<file path="src/rtl/shift_sum_accum.sv">
// Shift-weighted multi-channel sample sum, folded over DEPTH beats into one frame result (add or XOR).
// Latency: sample_sum 1 cycle after accept; frame result valid on the edge accepting the final beat.
// Backpressure: in_ready is low while a result waits in HOLD; it returns the cycle after the out handshake.
module shift_sum_accum #(
  parameter int WIDTH      = 8,
  parameter int IN_WIDTH   = 4,
  parameter int CHANNELS   = 3,
  parameter int SHIFT_STEP = 2,
  parameter int DEPTH      = 3
) (
  input  logic                          clk,
  input  logic                          rst_n,
  input  logic                          clr,
  input  logic                          acc_op,
  input  logic                          in_valid,
  output logic                          in_ready,
  input  logic [CHANNELS*WIDTH-1:0]     in_data,
  output logic [WIDTH-1:0]              sample_sum,
  output logic                          out_valid,
  input  logic                          out_ready,
  output logic [WIDTH-1:0]              acc_out,
  output logic [$clog2(DEPTH+1)-1:0]    beat_cnt
);

  localparam int CNT_W = $clog2(DEPTH + 1);

  typedef enum logic [1:0] {
    IDLE  = 2'd0,
    ACCUM = 2'd1,
    HOLD  = 2'd2
  } state_t;

  state_t             state;
  state_t             state_nxt;
  logic               op_q;
  logic               op_nxt;
  logic [WIDTH-1:0]   w;
  logic [WIDTH-1:0]   acc_nxt;
  logic [WIDTH-1:0]   sum_nxt;
  logic [CNT_W-1:0]   cnt_nxt;
  logic [CNT_W-1:0]   cnt_inc;
  logic               accept;
  logic               unused_in_bits;

  // Only the low IN_WIDTH bits of each channel are operands; the rest are intentionally ignored.
  assign unused_in_bits = ^in_data;

  // Handshake flags come straight from the state register, so there is no path from in_valid.
  assign in_ready = (state != HOLD);
  assign out_valid = (state == HOLD);
  assign accept = in_valid && in_ready && !clr;
  assign cnt_inc = beat_cnt + CNT_W'(1);

  // Weighted sum kept at WIDTH bits: addition and shifts wrap mod 2^WIDTH, which is the same as
  // computing full width and truncating. Bits shifted past WIDTH fall off.
  always_comb begin
    logic [WIDTH-1:0] opnd;
    w = '0;
    opnd = '0;
    for (int k = 0; k < CHANNELS; k++) begin
      opnd = '0;
      opnd[IN_WIDTH-1:0] = in_data[k*WIDTH +: IN_WIDTH];
      w = w + (opnd << (k * SHIFT_STEP));
    end
  end

  // Next-state and datapath updates; clr overrides everything except reset.
  always_comb begin
    state_nxt = state;
    acc_nxt   = acc_out;
    sum_nxt   = sample_sum;
    cnt_nxt   = beat_cnt;
    op_nxt    = op_q;

    if (clr) begin
      state_nxt = IDLE;
      acc_nxt   = '0;
      cnt_nxt   = '0;
    end else begin
      if (accept) begin
        sum_nxt = w;
      end
      case (state)
        IDLE: begin
          if (accept) begin
            // Accumulator starts from zero; 0+w and 0^w are both w.
            op_nxt    = acc_op;
            acc_nxt   = w;
            cnt_nxt   = CNT_W'(1);
            state_nxt = (DEPTH == 1) ? HOLD : ACCUM;
          end
        end
        ACCUM: begin
          if (accept) begin
            // Operation was latched on the frame's first beat; acc_op is ignored here.
            acc_nxt = op_q ? (acc_out ^ w) : (acc_out + w);
            cnt_nxt = cnt_inc;
            if (cnt_inc == CNT_W'(DEPTH)) begin
              state_nxt = HOLD;
            end
          end
        end
        HOLD: begin
          // Result stays put until taken; acc_out keeps its value after the handshake.
          if (out_ready) begin
            cnt_nxt   = '0;
            state_nxt = IDLE;
          end
        end
        default: begin
          state_nxt = IDLE;
        end
      endcase
    end
  end

  // State and datapath registers with asynchronous reset.
  always_ff @(posedge clk or negedge rst_n) begin
    if (!rst_n) begin
      state      <= IDLE;
      acc_out    <= '0;
      sample_sum <= '0;
      beat_cnt   <= '0;
      op_q       <= 1'b0;
    end else begin
      state      <= state_nxt;
      acc_out    <= acc_nxt;
      sample_sum <= sum_nxt;
      beat_cnt   <= cnt_nxt;
      op_q       <= op_nxt;
    end
  end

endmodule

</file>
<file path="config.mk">
export PLATFORM = sky130hd
export DESIGN_NAME = shift_sum_accum
export DESIGN_NICKNAME = d
export VERILOG_FILES = /design/src/rtl/shift_sum_accum.sv
export SDC_FILE = /design/constraint.sdc
export NUM_CORES = 1
export LEC_CHECK = 0
export CORE_MARGIN = 2
export CORE_UTILIZATION = 42
export DETAILED_ROUTE_END_ITERATION = 8
export PLACE_DENSITY = 0.74
export SYNTH_ARGS = -nofsm -noshare
export SYNTH_HDL_FRONTEND = slang
export SYNTH_SLANG_ARGS = --single-unit
export TNS_END_PERCENT = 1
</file>
<file path="constraint.sdc">
create_clock -name clk -period 3.6 [get_ports clk]
set_clock_uncertainty 0.1 [all_clocks]
set_input_delay 0.72 -clock clk [delete_from_list [all_inputs] [get_ports clk]]
set_output_delay 0.72 -clock clk [all_outputs]
set_load 0.02 [all_outputs]
</file>
==> results of run 1 <==
layer usage:
metal	global-route usage	wire length (um)	up-vias
met2	0.3008	1623	33
met1	0.2219	1525	605
met3	0.04049	174	4
met5	0	0	-
met4	0.04255	43	0
li1	-	-	666
metrics by stage:
stage	setup TNS, ns	power, W	instance area [um^2]	worst slack [ns]
after floorplan	0	0.0007630	1523	0.5498
after global placement	-0.01207	0.0009475	1937	-0.01207
after detailed placement	-0.06023	0.0009612	1937	-0.05292
after CTS	0	0.001082	1964	0.2646
after global routing	0	0.001158	1964	0.03322
final	0	0.001074	1964	0.2339
tightest hold or removal path, stage by stage (launching register included):
cell     delay [ns]
dfrtp_1        0.37
nand2_1        0.05
nand2_1        0.05
report_power, final:
part / switching [W] / internal [W]
registers: 0.0000582 / 0.000294
logic: 0.000322 / 0.000281
clock network: 0.0000780 / 0.0000415
total: 0.000459 / 0.000616
cell type report:
cell class                      count  area [um^2]
Timing Repair Buffer               39        385.4
Tap cell                           46        57.56
Sequential cell                    21        525.5
Clock buffer                        3        22.52
Inverter                            8        30.03
Multi-Input combinational cell    136        938.4
Fill cell                         320         1451
Clock inverter                      1        5.005
registers in the layout, indices dropped and copies added (netlist names):
register and cells:
acc_out 8, op_q 1, sample_sum 8, beat_cnt 2, state 2
how the worst max path moves through the flow:
stage,from,to,slack [ns],cells past startpoint
3_3_place_gp,in_data[2],acc_out[7],-0.01,13
2_1_floorplan,in_data[2],acc_out[7],0.55,12
4_1_cts,in_data[2],acc_out[7],0.26,13
3_5_place_dp,in_data[2],acc_out[7],-0.05,13
5_1_grt,in_data[2],acc_out[7],0.03,13
6_report,in_data[2],acc_out[7],0.23,13
placed cells by master, fill, tap and decap left out, types with 2 or more instances in the layout:
cell type,Yosys,routed
a22o_1,2,2
buf_4,0,2
xor2_1,2,2
o211ai_1,3,3
clkdlybuf4s50_1,0,37
mux2i_1,2,2
a21oi_1,12,12
fa_1,2,2
nor2_1,12,12
clkbuf_4,0,3
mux2_2,2,2
nand3_1,3,3
nor2b_1,2,2
inv_1,8,8
o21ai_0,13,13
a21o_1,4,4
nand2_1,34,34
xnor2_1,7,7
ha_1,17,17
and3_1,2,2
nand2b_1,2,2
dfrtp_1,21,21
cells by family after synthesis:
kind of cell	share of synthesized area
XOR/XNOR	0.05177
flip-flops	0.3451
adder cells (fa/ha/maj)	0.1660
multiplexers	0.02794
AND/OR/NAND/NOR	0.1701
AO/OA/AOI/OAI	0.2005
buffers and inverters	0.03862
==> flow_summary.toml, run 1 <==
[logic_synthesis]
ys_ff_latch = 21
synth_cell_types = 37
synth_area_leader_cell = "dfrtp_1"
seq_area_frac_synth = 0.3451
yosysWarnings = 0
syn_nets = 219
yosys-top-cells-area = "dfrtp_1 (35%), ha_1 (14%), nand2_1 (8.4%), o21ai_0 (4.3%), xnor2_1 (4.0%)"
synthTopCellsByCount = "nand2_1 (34), dfrtp_1 (21), ha_1 (17), o21ai_0 (13)"
syn_area_mm2 = 0.001523
synth_edf_count = 0
yosys.cell_count.top_type = "nand2_1"
synth-async-reset-ratio = 1.000
synthFlopType = "dfrtp_1"
synth_top_area_frac = 0.3451
synthCells = 170
syn-mean-instance-area_um2 = 8.957

[setup_path]
slowest_delay_ns = 0.41
path_cells = "clkdlybuf4s50_1 -> ha_1 -> fa_1 -> a21o_1 -> a21oi_1 -> xnor2_1 -> ha_1 -> a21oi_1 -> o211ai_1 -> nand2_1 -> xnor2_1 -> a21oi_1 -> o31ai_1"
slowest_stage = "clkdlybuf4s50_1"
worstSetupPathType = "input pin to flip-flop"
critPathMaxFanout = 3
r2r_end = "state[0]"
cp.arrival_ns = 3.50
crit_buf_inv = 1
cp-end-kind = "flip-flop"
reg2reg_slack_ns = 1.39
path_common_cell = "a21oi_1"
r2r.worst_path.cells = 7
r2r-start = "state[1]"
worstPathRequired_ns = 3.73
critPathTopFamily = "compound AO/OA/AOI/OAI gates"
cp-start-kind = "input pin"

[final_layout]
final_nets = 258
final_layout_size_suffix_gt1_frac = 0.06731
instances_no_fill = 254
diodes = 0
area.growth.synth_to_final_pct = 29.01
final_util = 0.5751

[floorplanning]
die_x_um = 64.21
start_util = 0.4458
die_area_mm2 = 0.004123
core_area_mm2 = 0.003416
rows = 21
die_h_um = 64.21
boundaryPins = 50

[detailed_routing]
wl_per_cell_um = 13.26
viasPerCell = 5.150
drtIter0Drc = 58
totalWireLength_um = 3367
vias = 1308
postRouteAntennaNets = 0
firstDrtPassIters = 5
drc = 0

[sta]
post-route-min-period_ns = 3.366
timing.hold.ws_ns = 0.3928
setup_violations = 0
finalCritPeriodShare = 0.9350
hold_viol_final = 0
max-slew-margin-rel = 0.3602
rsz0062_at_grt = "no"
slew_viol_final = 0
worst_pin_slew_ns = 0.9568
fmax_ghz = 0.2971

[clock_tree]
insertion_delay_ns = 0.31
cts_buffer_depth = 2
post_cts_resized = 0
ctsHoldBuffers = 0
root_buffer = "clkbuf_4"
h-tree-depth = 1
cts_tree = "done"
numCtsBuffers = 3
path_clk_slew_ns = 0.13
clock_sinks = 21
post_cts.repair.setup_buffers = 0

[worst_hold_path]
hold_class = "flip-flop to flip-flop"
holdPathEnd = "sample_sum[2]"
hold_start = "sample_sum[2]"
whs_path_depth = 2

[grt]
antenna_found_initial = 0
grt-ovfl-total = 0
track_usage = 0.1751
grt_max_degree = 22
grt_pass1_vias = 1256
grt_pass1_wl_um = 5671

[power_and_ir_drop]
cellPowerDensity_mw_per_mm2 = 546.9
max-vdd-ir-drop_v = 0.0002937
static-leakage-power_nw = 0.8947

[placement]
io_buffers = 37
post-dp-hpwl_um = 2639
placed_cells = 250
finalWeightedCongestion = 0.8439

[job]
cap_violations = 0

[run_status]
outcome = "finished clean"
(Power assumes the default switching activity.)
==> inputs of run 2 (changes only) <==
--- a/config.mk
+++ b/config.mk
@@ -5,9 +5,10 @@
 export SDC_FILE = /design/constraint.sdc
 export NUM_CORES = 1
 export LEC_CHECK = 0
-export CORE_MARGIN = 2
+export CORE_ASPECT_RATIO = 2
 export CORE_UTILIZATION = 42
 export DETAILED_ROUTE_END_ITERATION = 8
+export HOLD_SLACK_MARGIN = 0.05
 export PLACE_DENSITY = 0.74
 export SYNTH_ARGS = -nofsm -noshare
 export SYNTH_HDL_FRONTEND = slang
==> run 2 against run 1 <==
  * Core utilization increased by 1.5 points
  * Final cell count grew 1.2%
  * Sequential cell count unchanged
  * Critical path depth did not move
  * Via count is 3.2% higher
  * Clock power grew 31%
  * Design area is 2.6% higher
  * Combinational power is 3.8% higher
  * Clock-buffer cell count unchanged
  * Sequential power barely moved
  * Largest cell class unchanged
  * Largest power group unchanged
==> flow_summary.toml, run 2 (synthesis gave the netlist of run 1 again) <==
[clock_tree]
h-tree-depth = 1
ctsHoldBuffers = 0
clock_sinks = 21
numCtsBuffers = 3
root_buffer = "clkbuf_8"
insertion_delay_ns = 0.26
cts_buffer_depth = 2
post_cts.repair.setup_buffers = 0
path_clk_slew_ns = 0.08
cts_tree = "done"

[setup_path]
worstPathRequired_ns = 3.67
slowest_delay_ns = 0.41
critPathMaxFanout = 3
path_cells = "clkdlybuf4s50_1 -> ha_1 -> fa_1 -> a21o_1 -> a21oi_2 -> xnor2_2 -> ha_1 -> a21oi_2 -> o211ai_1 -> nand2_1 -> xnor2_1 -> a21oi_1 -> o31ai_1"
cp-start-kind = "input pin"
cp-end-kind = "flip-flop"
worstSetupPathType = "input pin to flip-flop"
slowest_stage = "clkdlybuf4s50_1"
cp.arrival_ns = 3.45

[detailed_routing]
drtIter0Drc = 25
firstDrtPassIters = 4
viasPerCell = 5.253
wl_met3_um = 77
totalWireLength_um = 3632
wl_met1_um = 1457
postRouteAntennaNets = 0
drc = 0
wl_per_cell_um = 14.13
vias = 1350
route.met2.wl_um = 2019
top_layer = "met4"

[power_and_ir_drop]
max-vdd-ir-drop_v = 0.0003988
cellPowerDensity_mw_per_mm2 = 562.9
static-leakage-power_nw = 0.9156

[final_layout]
largestRegisters = "acc_out (8), sample_sum (8)"
final_nets = 259
area.growth.synth_to_final_pct = 32.37
instances_no_fill = 257
final_layout_size_suffix_gt1_frac = 0.09091
most-common-layout-cells = "clkdlybuf4s50_1 (37), nand2_1 (34), dfrtp_1 (21), ha_1 (17), o21ai_0 (13)"
register_area_um2 = 525.5
n_fill_cell = 307
multi_input_area_um2 = 960.9
final_common_cell = "clkdlybuf4s50_1"
diodes = 0

[placement]
post-dp-hpwl_um = 2849
placed_cells = 253
place_ws_ns = -0.1464
finalWeightedCongestion = 0.8224
io_buffers = 37

[sta]
rsz0062_at_grt = "no"
worst_pin_slew_ns = 0.9836
max-slew-margin-rel = 0.3422
setup_violations = 0
finalCritPeriodShare = 0.9380
hold_viol_final = 0
slew_viol_final = 0
finalSetupTns_ns = 0
fmax_ghz = 0.2961
fin_ws_ns = 0.2232
post-route-min-period_ns = 3.377

[job]
cap_violations = 0

[grt]
grt-ovfl-total = 0
grt_max_degree = 22
antenna_found_initial = 0
track_usage = 0.2081
grt_pass1_wl_um = 6058
grt_pass1_vias = 1352

[floorplanning]
die_area_mm2 = 0.003885
boundaryPins = 50
start_util = 0.4458
die_h_um = 87.15
die_x_um = 44.58
rows = 30
core_area_mm2 = 0.003416

[worst_hold_path]
hold_class = "flip-flop to flip-flop"

[run_status]
outcome = "finished clean"
[run 2: changes by cell type in the layout (fill, tap and decap cells not counted)]
cell and change:
a21oi_2 +2, xnor2_2 +1, clkbuf_4 -3, clkbuf_8 +3, buf_4 +1, xnor2_1 -1
xor2_1 -1, a21oi_1 -2, xor2_2 +1
[run 2: cell type report]
type                       count  share of cell area
clock inverter                 1            0.002483
tap                           48             0.02980
clock buffer                   3             0.02048
inverter                       8             0.01490
multi-input combinational    136              0.4767
sequential                    21              0.2607
timing repair buffer          40              0.1949
[run 2: through the flow]
step	area, um^2	power (W)	utilization	hold WS [ns]
2_1_floorplan	1523	0.0007630	-	0.3244
3_3_place_gp	1947	0.0009623	0.5700	0.3599
3_5_place_dp	1947	0.0009750	0.5700	0.3623
4_1_cts	1993	0.001133	0.5835	0.3824
5_1_grt	2016	0.001223	0.5901	0.3925
6_report	2016	0.001135	0.5901	0.3817
[run 2: final timing paths]
check,slack [ns],to,startpoint,cells after the start
setup / recovery,0.22,acc_out[7],in_data[2],13
hold / removal,0.38,sample_sum[0],sample_sum[0],2
setup reg to reg,1.41,state[0],state[1],7
hold reg to reg,0.38,sample_sum[0],sample_sum[0],2
max in group asynchronous,1.90,acc_out[6],rst_n,1
min in group asynchronous,0.89,acc_out[1],rst_n,1
[run 2: worst max-delay path, delay by kind of cell]
family	cells	cell delay [ns]
compound gates	6	1.00
xor+xnor	2	0.30
simple gates	1	0.10
fa+ha+maj	3	0.94
buf+inv	1	0.41
[run 2: what timing repair did]
item	CTS	global route
endpoints found under the hold margin	0	0
gates resized for setup	0	4
endpoints found under the setup margin	0	2
[run 2: where the power goes]
part | internal [W] | switching [W]
clock | 0.0000772 | 0.0000787
sequential | 0.000294 | 0.0000591
combinational | 0.000291 | 0.000334
total | 0.000663 | 0.000472
[run 2: routing by layer]
metal | up-vias | GRT usage
met1 | 650 | 0.2467
li1 | 668 | -
met2 | 24 | 0.3770
met4 | 0 | 0.07163
met3 | 8 | 0.01660
met5 | - | 0
